<file path="config.mk">
export PLATFORM = sky130hd
export DESIGN_NAME = prio_mode_arbiter
export DESIGN_NICKNAME = d
export VERILOG_FILES = /design/src/rtl/prio_mode_arbiter.sv
export SDC_FILE = /design/constraint.sdc
export NUM_CORES = 1
export LEC_CHECK = 0
export CAP_MARGIN = 25
export CORE_ASPECT_RATIO = 0.75
export CORE_MARGIN = 1.5
export CORE_UTILIZATION = 47
export DETAILED_ROUTE_END_ITERATION = 8
export DONT_BUFFER_PORTS = 1
export GPL_TIMING_DRIVEN = 0
export PLACE_DENSITY = 0.65
export SLEW_MARGIN = 20
export SYNTH_ARGS = -nofsm -noshare
export SYNTH_HDL_FRONTEND = slang
export SYNTH_SLANG_ARGS = --single-unit
</file>
<file path="constraint.sdc">
create_clock -name clk -period 4.8 [get_ports clk]
set_input_delay 0.96 -clock clk [delete_from_list [all_inputs] [get_ports clk]]
set_output_delay 0.96 -clock clk [all_outputs]
set_load 0.02 [all_outputs]
</file>
<file path="src/rtl/prio_mode_arbiter.sv">
// N-way single-grant arbiter: fixed, round-robin or LFSR-random search start.
// The grant is registered and held until the downstream ack or a requester abort.
module prio_mode_arbiter #(
  parameter int         N         = 4,
  parameter int         IDX_W     = $clog2(N),
  parameter logic [7:0] LFSR_SEED = 8'h01
) (
  input  logic             clk,
  input  logic             rstn,
  input  logic [1:0]       mode,
  input  logic [N-1:0]     req_i,
  output logic [N-1:0]     ack_i,
  output logic             req_o,
  input  logic             ack_o,
  output logic [N-1:0]     gnt_o,
  output logic [IDX_W-1:0] gnt_idx,
  output logic [7:0]       lfsr_q
);

  typedef enum logic [1:0] {
    S_IDLE   = 2'd0,
    S_GRANT  = 2'd1,
    S_BUBBLE = 2'd2
  } state_t;

  state_t           r_state;
  state_t           w_next;
  logic [N-1:0]     r_gnt;
  logic [IDX_W-1:0] r_gnt_idx;
  logic [IDX_W-1:0] r_last;
  logic [7:0]       r_lfsr;
  logic [IDX_W-1:0] w_start;
  logic [IDX_W-1:0] w_win;
  logic             w_found;
  logic             w_arb;
  logic             w_ack;
  logic             w_abort;

  assign w_arb   = (r_state == S_IDLE) && (|req_i);
  assign w_ack   = (r_state == S_GRANT) && ack_o;
  assign w_abort = (r_state == S_GRANT) && !ack_o && !req_i[r_gnt_idx];

  // Search start; mode 3 falls through to fixed priority.
  always_comb begin
    case (mode)
      2'd1:    w_start = (r_last == IDX_W'(N-1)) ? '0 : r_last + 1'b1;
      2'd2:    w_start = IDX_W'(r_lfsr % 8'(N));
      default: w_start = '0;
    endcase
  end

  always_comb begin
    logic [IDX_W:0] w_pos;
    w_pos   = '0;
    w_win   = '0;
    w_found = 1'b0;
    for (int k = 0; k < N; k++) begin
      w_pos = {1'b0, w_start} + (IDX_W+1)'(k);
      if (w_pos >= (IDX_W+1)'(N)) w_pos = w_pos - (IDX_W+1)'(N);
      if (!w_found && req_i[w_pos[IDX_W-1:0]]) begin
        w_found = 1'b1;
        w_win   = w_pos[IDX_W-1:0];
      end
    end
  end

  always_ff @(posedge clk or negedge rstn) begin
    if (!rstn) r_state <= S_IDLE;
    else       r_state <= w_next;
  end

  // An ack takes precedence over a simultaneous abort; acks always pass through a bubble.
  always_comb begin
    w_next = r_state;
    case (r_state)
      S_IDLE:  if (|req_i) w_next = S_GRANT;
      S_GRANT: begin
        if (ack_o)                  w_next = S_BUBBLE;
        else if (!req_i[r_gnt_idx]) w_next = S_IDLE;
      end
      default: w_next = S_IDLE;
    endcase
  end

  always_comb begin
    req_o = (r_state == S_GRANT);
    ack_i = (req_o && ack_o) ? r_gnt : '0;
  end

  always_ff @(posedge clk or negedge rstn) begin
    if (!rstn) begin
      r_gnt     <= '0;
      r_gnt_idx <= '0;
      r_last    <= IDX_W'(N-1);
    end else if (w_arb) begin
      r_gnt     <= N'(1) << w_win;
      r_gnt_idx <= w_win;
    end else if (w_ack || w_abort) begin
      r_gnt     <= '0;
      r_gnt_idx <= '0;
      if (w_ack) r_last <= r_gnt_idx;
    end
  end

  // Free-running Fibonacci LFSR, never gated by arbiter state.
  always_ff @(posedge clk or negedge rstn) begin
    if (!rstn) r_lfsr <= LFSR_SEED;
    else       r_lfsr <= {r_lfsr[6:0], r_lfsr[7] ^ r_lfsr[5] ^ r_lfsr[4] ^ r_lfsr[3]};
  end

  assign gnt_o   = r_gnt;
  assign gnt_idx = r_gnt_idx;
  assign lfsr_q  = r_lfsr;

endmodule
</file>
==> results of run 1 <==
-- logic make-up after synthesis --
| logic type | count (synthesis) | share of synthesized area |
|---|---|---|
| muxes | 6 | 0.0838 |
| xor gates and xnor gates | 3 | 0.0271 |
| buffers and inverters | 9 | 0.0361 |
| AOI/OAI and AO/OA | 25 | 0.197 |
| and+or+nand+nor | 26 | 0.149 |
| adders and majority gates | 3 | 0.0387 |
| DFF | 18 | 0.468 |
-- metal layers --
metal	wire length, um	up-vias
li1	-	342
met1	896	347
met2	873	20
met3	89	0
met4	0	0
met5	0	-
-- critical path, delay by kind of cell --
| family | cells | cell delay (ns) |
|---|---|---|
| adders and majority gates | 1 | 0.19 |
| muxes | 1 | 0.41 |
| AOI/OAI and AO/OA | 4 | 1.17 |
| buffers and inverters | 1 | 0.02 |
-- cell type report --
cell class,count,share of cell area
inverters,6,0.0219
multi-input cells,63,0.469
well taps,24,0.0292
clock buffers,4,0.0256
plain buffers,3,0.0122
flip-flops and latches,18,0.442
-- worst max-delay path by stage --
stage,cells past startpoint,endpoint,slack [ns],start
after floorplan,8,gnt_o[2]$_DFFE_PN0P_,2.07,mode[1]
after global placement,7,gnt_o[2]$_DFFE_PN0P_,1.97,mode[1]
after detailed placement,7,gnt_o[2]$_DFFE_PN0P_,1.92,mode[1]
after CTS,7,gnt_o[2]$_DFFE_PN0P_,2.25,mode[1]
after global routing,7,gnt_o[2]$_DFFE_PN0P_,2.08,mode[1]
final,7,gnt_o[2]$_DFFE_PN0P_,2.24,mode[1]
-- per-stage QoR --
stage / area (sq um) / setup slack [ns] / cells / hold WS [ns] / total power [W]
3_5_place_dp: 1000 / 1.92 / 114 / 0.457 / 0.000435
5_1_grt: 1030 / 2.08 / 118 / 0.312 / 0.000541
2_1_floorplan: 971 / 2.07 / 90 / 0.446 / 0.000398
6_report: 1030 / 2.24 / 118 / 0.343 / 0.000506
3_3_place_gp: 1000 / 1.97 / 114 / 0.462 / 0.000429
4_1_cts: 1030 / 2.25 / 118 / 0.334 / 0.000511
-- state kept, by name, indices dropped and copies added (netlist names) --
name     count
r_state      2
gnt_idx      2
r_last       2
gnt_o        4
lfsr_q       8
-- power by group --
group	internal (W)	total (W)	switching, W
Sequential	0.000193	0.000252	0.0000583
Combinational	0.0000795	0.000179	0.0000997
Clock	0.0000323	0.0000752	0.0000430
-- cell usage after synthesis --
cell type,count
dfrtp_1,15
a21oi_1,6
inv_1,6
nand2_1,5
and3_1,4
nor2_1,4
o21ai_0,4
a22o_1,3
dfstp_2,3
ha_1,3
mux2_2,3
and2_1,2
clkbuf_1,2
nand2b_1,2
nor2b_1,2
nor4_1,2
xnor2_1,2
a211oi_1,1
a21o_1,1
a221o_1,1
a221oi_2,1
a22o_2,1
a22oi_1,1
a311o_1,1
a32o_1,1
and2_4,1
clkbuf_2,1
mux2_4,1
mux2i_1,1
mux4_2,1
nand3_1,1
nor3_1,1
o21ai_2,1
o2bb2ai_1,1
o31ai_1,1
o31ai_2,1
or3_1,1
or3b_4,1
xor2_1,1
==> flow_summary_export.csv, run 1 <==
group,metric,value,unit
timing,setup_tns,0,ns
global_route,use_met2,0.283,
layout,multi_input_area,482,sq um
synth,postSynthCellCount,90,
clocking,htreeDepth,1,
synth,synth-seq-area-share,0.468,
worst_setup_path,critPathMaxStageDelay,0.49,ns
layout,utilization,0.519,
timing,slew_violations,0,
worst_setup_path,cpMaxStageDelayCell,"a22oi_1",
power,ir_drop,0.000359,V
clocking,cts_setup_buffers,0,
clocking,clkSlewWorstSetupHoldPaths,0.11,ns
global_route,met3_usage,0.0617,
synth,synth-seq-cells,18,
clocking,insertion_delay,0.29,ns
floorplan,ios,28,
drt,first_pass_iters,4,
worst_setup_path,cp-start-kind,"primary input",
layout,drive_gt1_frac,0.191,
worst_setup_path,reg2reg_slack,2.36,ns
synth,yosys.area.top_type_share,0.387,
drt,avgRoutedWirePerCell,15.8,um
min_path,worstHoldPathType,"primary input to async pin",
clocking,cts_tree,"done",
timing,tightest_slew,0.560,ns
layout,nNetsFinal,107,
synth,avgSynthCellArea,10.8,sq um
clocking,clockBufferDepth,2,
worst_setup_path,arrival,2.76,ns
drt,wl,1860,um
floorplan,die_y,42.4,um
clocking,cts_hold_buf,0,
layout,n_antenna_cell,0,
worst_setup_path,timing.rr.end,"gnt_o[2]$_DFFE_PN0P_",
synth,yosys.area.top_type,"dfrtp_1",
worst_setup_path,critPathCaptureType,"flop",
timing,setup_viol,0,
clocking,cts_buffers,3,
worst_setup_path,crit_required,4.99,ns
worst_setup_path,reg2regPathDepth,6,
layout,final_common_cell,"dfrtp_1",
place,io_buffers,0,
global_route,grtUsageMet1,0.238,
floorplan,start_util,0.491,
timing,rsz0062_at_grt,"no",
floorplan,die_x,55.5,um
timing,fin_skew,0.0203,ns
synth,synth_area,971,sq um
global_route,gr-total-overflow,0,
worst_setup_path,crit_fanout,6,
drt,viasPerCell,6.01,
drt,drt_first_iter_violations,18,
floorplan,core_area,1980,sq um
global_route,antenna_found_initial,0,
timing,min_period_over_period,0.534,
place,dp_hpwl,1430,um
timing,maxSlewHeadroom,0.627,
power,p_leak,0.492,nW
worst_setup_path,path_cells,"inv_1 -> ha_1 -> a22oi_1 -> mux2_2 -> a221oi_2 -> o21ai_2 -> a32o_1",
clocking,cts_resized,0,
synth,synth_nets,102,
worst_setup_path,critPathKind,"primary input to flop",
synth,yosysWarnings,0,
power,power_density,492,nW/um^2
floorplan,rows,14,
synth,ys_types,39,
drt,ant_nets,0,
outcome,outcome,"completed",
floorplan,dieArea,2350,sq um
timing,hold_viol_final,0,
layout,n_fill_cell,173,
clocking,clock_sinks,18,
timing,min_period,2.56,ns
global_route,busiest_layer,"met2",
layout,seq_area,454,sq um
run,cap_violations,0,
layout,layout_common_cells,"15 x dfrtp_1, 6 x inv_1, 6 x a21oi_1, 5 x nand2_1",
timing,fmax,0.390,GHz
global_route,grt_pass1_wl,3190,um
global_route,grt_pass1_vias,720,
clocking,cts_root_buf,"clkbuf_4",
layout,areaGrowthSynthToFinish,5.80,%
drt,vias,709,
global_route,grt_max_degree,19,
place,gp_congestion,0.906,
worst_setup_path,reg2reg_from,"r_last[0]$_DFFE_PN1P_",
synth,synthTopCellsByArea,"dfrtp_1 39%, dfstp_2 8.1%, ha_1 3.9%",
global_route,grtUsageTotal,0.177,
drt,drc_errors,0,
No activity file was read; power rests on OpenSTA's default activity.
==> run 2, diff against run 1 <==
--- a/config.mk
+++ b/config.mk
@@ -12,7 +12,7 @@
 export DETAILED_ROUTE_END_ITERATION = 8
 export DONT_BUFFER_PORTS = 1
 export GPL_TIMING_DRIVEN = 0
-export PLACE_DENSITY = 0.65
+export PLACE_DENSITY = 0.67
 export SLEW_MARGIN = 20
 export SYNTH_ARGS = -nofsm -noshare
 export SYNTH_HDL_FRONTEND = slang
==> constraint.sdc (replaced) <==
create_clock -name clk -period 2.19 [get_ports clk]
set_input_delay 0.438 -clock clk [delete_from_list [all_inputs] [get_ports clk]]
set_output_delay 0.438 -clock clk [all_outputs]
set_load 0.02 [all_outputs]
==> flow_summary_export.csv, run 2 (synthesized netlist as in run 1, its figures left out) <==
group,metric,value,unit
global_route,gr-total-overflow,0,
clocking,htreeDepth,1,
power,ir_drop,0.000819,V
clocking,cts_tree,"done",
floorplan,die_y,42.4,um
power,power_density,1100,nW/um^2
place,placed_cells,114,
layout,areaGrowthSynthToFinish,18.2,%
clocking,clockBufferDepth,2,
power,share_comb_of_total_power,0.397,
clocking,clock_sinks,18,
drt,avgRoutedWirePerCell,17.0,um
worst_setup_path,reg2regPathDepth,6,
power,net-switching-power,0.000498,W
worst_setup_path,timing.rr.end,"gnt_o[2]$_DFFE_PN0P_",
place,post_dp_cell_area,1020,sq um
timing,min_period_over_period,1.01,
floorplan,rows,14,
power,p_int,0.000761,W
outcome,outcome,"finished, violations left",
timing,fmax,0.454,GHz
global_route,grt_max_degree,19,
outcome,violations,"setup timing",
clocking,cts_root_buf,"clkbuf_4",
floorplan,ios,28,
timing,setup_viol,1,
drt,vias,710,
floorplan,core_area,1980,sq um
layout,nNetsFinal,110,
drt,first_pass_iters,4,
timing,min_period,2.21,ns
power,seqPwrFrac,0.443,
clocking,insertion_delay,0.29,ns
floorplan,die_x,55.5,um
global_route,antenna_found_initial,0,
timing,layout_setup_ws,-0.0150,ns
drt,viasPerCell,5.87,
layout,layout_common_cells,"15 x dfrtp_1, 6 x a21oi_1, 5 x inv_1, 5 x nand2_1, 4 x and3_1",
worst_setup_path,cp-start-kind,"flop",
layout,final_common_cell,"dfrtp_1",
drt,wl,2050,um
worst_setup_path,crit_end,"gnt_o[2]$_DFFE_PN0P_",
clocking,cts_buffers,3,
layout,stdcell_area,1150,sq um
power,sw_frac_of_total,0.396,
layout,n_antenna_cell,0,
worst_setup_path,worstSetupStartpoint,"r_last[1]$_DFFE_PN1P_",
place,io_buffers,0,
power,total_power,0.00126,W
power,p_leak,0.526,nW
worst_setup_path,crit_required,2.38,ns
place,place_ws,-0.0933,ns
drt,drt_first_iter_violations,35,
layout,drive_gt1_frac,0.289,
worst_setup_path,reg2reg_from,"r_last[1]$_DFFE_PN1P_",
worst_setup_path,critPathCaptureType,"flop",
clocking,clkSlewWorstSetupHoldPaths,0.11,ns
worst_setup_path,reg2reg_slack,-0.02,ns
floorplan,start_util,0.491,
global_route,grt_pass1_vias,750,
place,gp_congestion,0.906,
floorplan,dieArea,2350,sq um
worst_setup_path,critPathKind,"flop to flop",
layout,instances_no_fill,121,
layout,largest_reg_flops,8,
worst_setup_path,arrival,2.40,ns
drt,ant_nets,0,
timing,fin_skew,0.0124,ns
timing,tightest_slew,0.759,ns
place,dp_hpwl,1410,um
min_path,worstHoldPathType,"primary input to flop",
power,clockPowerShare,0.160,
timing,hold_viol_final,0,
global_route,grtUsageTotal,0.189,
global_route,grt_pass1_wl,3390,um
timing,maxSlewHeadroom,0.492,
run,cap_violations,0,
worst_setup_path,crit_fanout,5,
timing,slew_violations,0,
timing,rsz0062_at_grt,"yes",
drt,drc_errors,0,
run 2: how the worst min path moves through the flow:
stage	from	to	cells after the start
floorplan	rstn	gnt_idx[0]$_DFFE_PN0P_	0
global placement	rstn	lfsr_q[5]$_DFF_PN0_	0
detailed placement	rstn	lfsr_q[5]$_DFF_PN0_	0
CTS	ack_o	r_state[1]$_DFFE_PN0P_	1
global route	ack_o	r_state[1]$_DFFE_PN0P_	1
finish	ack_o	r_state[1]$_DFFE_PN0P_	1
run 2: routing by layer:
layer	vias to the layer above	global-route usage	part of all wire
met1	342	0.254	0.44
met5	-	0	0
met3	0	0.0679	0.057
met4	0	0.0390	0
met2	26	0.298	0.50
li1	342	-	-
run 2: worst max-delay path, cell delays in order (launching register included):
cell      delay [ns]
dfstp_2         0.56
ha_4            0.20
a22oi_2         0.29
mux2_4          0.35
a221oi_4        0.32
o21ai_4         0.12
a32o_1          0.27
run 2: area by class of cell:
| cell class | instances | area (sq um) |
|---|---|---|
| well taps | 24 | 30.0 |
| flip-flops and latches | 18 | 454 |
| inverters | 6 | 25.0 |
| plain buffers | 3 | 12.5 |
| multi-input cells | 63 | 564 |
| repair buffers | 3 | 25.0 |
| clock buffers | 4 | 36.3 |
| fillers | 157 | 832 |
run 2: power groups by stage:
| stage | Combinational [W] | Sequential [W] | Clock [W] |
|---|---|---|---|
| 6_report | 0.000499 | 0.000559 | 0.000202 |
| 4_1_cts | 0.000443 | 0.000551 | 0.000207 |
| 2_1_floorplan | 0.000342 | 0.000538 | 0 |
| 3_5_place_dp | 0.000401 | 0.000562 | 0 |
| 5_1_grt | 0.000540 | 0.000571 | 0.000219 |
| 3_3_place_gp | 0.000392 | 0.000558 | 0 |
run 2: what timing repair did:
item,in CTS,in global routing
endpoints found under the setup margin,5,6
pin swaps,6,8
buffers inserted,2,0
endpoints found under the hold margin,18,0
resized for setup,3,6
hold buffers,1,0
run 2: stage by stage:
stage / TNS (ns) / hold WS, ns / util
2_1_floorplan: 0 / 0.142 / -
3_3_place_gp: -0.107 / 0.143 / 0.516
3_5_place_dp: -0.192 / 0.143 / 0.516
4_1_cts: 0 / 0.325 / 0.553
5_1_grt: -0.135 / 0.317 / 0.580
6_report: -0.0150 / 0.333 / 0.580
==> run 3, diff against run 2 <==
==> constraint.sdc (replaced) <==
create_clock -name clk -period 2.19 [get_ports clk]
set_input_delay 0.219 -clock clk [delete_from_list [all_inputs] [get_ports clk]]
set_output_delay 0.219 -clock clk [all_outputs]
set_load 0.02 [all_outputs]
==> flow_summary_export.csv, run 3 (synthesized netlist as in run 1, its figures left out) <==
group,metric,value,unit
timing,min_period,2.19,ns
timing,fmax,0.456,GHz
power,total_power,0.00129,W
drt,viasPerCell,6.25,
clocking,clock_sinks,18,
floorplan,start_util,0.491,
layout,areaGrowthSynthToFinish,19.2,%
worst_setup_path,critPathCaptureType,"flop",
worst_setup_path,timing.rr.end,"gnt_o[2]$_DFFE_PN0P_",
worst_setup_path,critPathMaxStageDelay,0.41,ns
worst_setup_path,cpMaxStageDelayCell,"dfstp_2",
layout,n_antenna_cell,0,
clocking,cts_root_buf,"clkbuf_4",
timing,slew_violations,0,
drt,drc_errors,0,
drt,ant_nets,0,
timing,tightest_slew,0.830,ns
min_path,worstHoldStart,"ack_o",
timing,setup_tns,-0.000732,ns
worst_setup_path,crit_fanout,5,
layout,largest_reg_flops,8,
floorplan,die_x,55.5,um
worst_setup_path,reg2reg_slack,-0.0007,ns
drt,wl,2310,um
global_route,gr-total-overflow,0,
timing,min_period_over_period,1.00,
outcome,violations,"setup timing",
place,io_buffers,0,
drt,first_pass_iters,4,
global_route,grt_pass1_vias,789,
clocking,clockBufferDepth,2,
timing,fin_skew,0.0257,ns
drt,drt_first_iter_violations,10,
global_route,grt_pass1_wl,3970,um
place,gp_congestion,0.900,
clocking,cts_buffers,3,
layout,nNetsFinal,113,
worst_setup_path,path_cells,"buf_4 -> or3b_4 -> and2_4 -> mux2_4 -> a221oi_4 -> o21ai_4 -> a32o_1",
timing,setup_viol,1,
min_path,hold_end,"r_state[1]$_DFFE_PN0P_",
power,power_density,1110,nW/um^2
worst_setup_path,reg2reg_from,"r_last[0]$_DFFE_PN1P_",
layout,n_fill_cell,169,
worst_setup_path,critPathKind,"flop to flop",
timing,hold_viol_final,0,
layout,final_common_cell,"dfrtp_1",
global_route,antenna_found_initial,0,
worst_setup_path,arrival,2.40,ns
clocking,clkSlewWorstSetupHoldPaths,0.12,ns
run,cap_violations,0,
outcome,outcome,"finished, violations left",
min_path,worstHoldPathType,"primary input to flop",
power,ir_drop,0.000732,V
place,dp_hpwl,1530,um
power,p_leak,0.536,nW
clocking,cts_tree,"done",
floorplan,dieArea,2350,sq um
clocking,htreeDepth,1,
drt,avgRoutedWirePerCell,18.7,um
timing,layout_setup_ws,-0.000732,ns
worst_setup_path,crit_required,2.40,ns
layout,utilization,0.585,
worst_setup_path,cp-start-kind,"flop",
clocking,insertion_delay,0.31,ns
floorplan,rows,14,
timing,rsz0062_at_grt,"yes",
place,post_dp_cell_area,1010,sq um
global_route,grt_max_degree,19,
layout,layout_common_cells,"15 x dfrtp_1, 6 x inv_1, 5 x nand2_1, 5 x a21oi_1, 5 x buf_4",
floorplan,die_y,42.4,um
drt,vias,775,
floorplan,ios,28,
layout,drive_gt1_frac,0.310,
floorplan,core_area,1980,sq um
global_route,grtUsageTotal,0.228,
layout,stdcell_area,1160,sq um
worst_setup_path,reg2regPathDepth,7,
timing,maxSlewHeadroom,0.445,
min_path,worstHoldPathCells,1,
-- run 3: cell type report --
type / count / area (sq um) / area share
multi-input cells: 63 / 554 / 0.479
flip-flops and latches: 18 / 454 / 0.392
repair buffers: 6 / 47.5 / 0.0411
clock buffers: 4 / 36.3 / 0.0314
well taps: 24 / 30.0 / 0.0259
inverters: 6 / 22.5 / 0.0195
plain buffers: 3 / 12.5 / 0.0108
-- run 3: power breakdown --
group / total, W / leakage, nW / internal [W] / switching (W)
logic: 0.000520 / 0.282 / 0.000242 / 0.000277
registers: 0.000562 / 0.234 / 0.000424 / 0.000138
clock network: 0.000208 / 0.0210 / 0.000102 / 0.000106
-- run 3: how the worst max path moves through the flow --
stage | startpoint | end | slack, ns | cells past startpoint
after floorplan | r_last[0]$_DFFE_PN1P_ | gnt_o[2]$_DFFE_PN0P_ | 0.05 | 6
after global placement | r_last[0]$_DFFE_PN1P_ | gnt_o[2]$_DFFE_PN0P_ | -0.06 | 6
after detailed placement | r_last[0]$_DFFE_PN1P_ | gnt_o[0]$_DFFE_PN0P_ | -0.11 | 7
after CTS | r_last[1]$_DFFE_PN1P_ | gnt_o[2]$_DFFE_PN0P_ | -0.03 | 7
after global routing | r_last[1]$_DFFE_PN1P_ | gnt_o[2]$_DFFE_PN0P_ | -0.06 | 6
final | r_last[0]$_DFFE_PN1P_ | gnt_o[2]$_DFFE_PN0P_ | -0.0007 | 7
-- run 3: layer usage --
layer  GRT usage  routed length [um]  vias to the layer above
met2       0.362                1190                       33
li1            -                   -                      349
met4      0.0585                  23                        0
met1       0.303                 971                      388
met5           0                   0                        -
met3      0.0772                 127                        5
-- run 3: repair_timing --
item / in CTS / in global routing
resized for setup: 4 / 8
hold endpoints to repair: 18 / 0
buffers inserted: 5 / 0
endpoints found under the setup margin: 5 / 6
pin swaps: 8 / 6
hold buffers: 1 / 0
-- run 3: worst max-delay path: cells and delay by family (launching register included) --
kind	cells	cell delay, ns
AO/OA/AOI/OAI	3	0.68
buffers and inverters	1	0.13
flip-flops	1	0.41
multiplexers	1	0.29
AND/OR/NAND/NOR	2	0.58
-- run 3: through the flow --
stage	hold slack, ns	cells	setup WS, ns
3_5_place_dp	-0.0763	114	-0.111
4_1_cts	0.106	124	-0.0283
3_3_place_gp	-0.0763	114	-0.0637
6_report	0.115	124	-0.000732
2_1_floorplan	-0.0766	90	0.0543
5_1_grt	0.0793	124	-0.0591
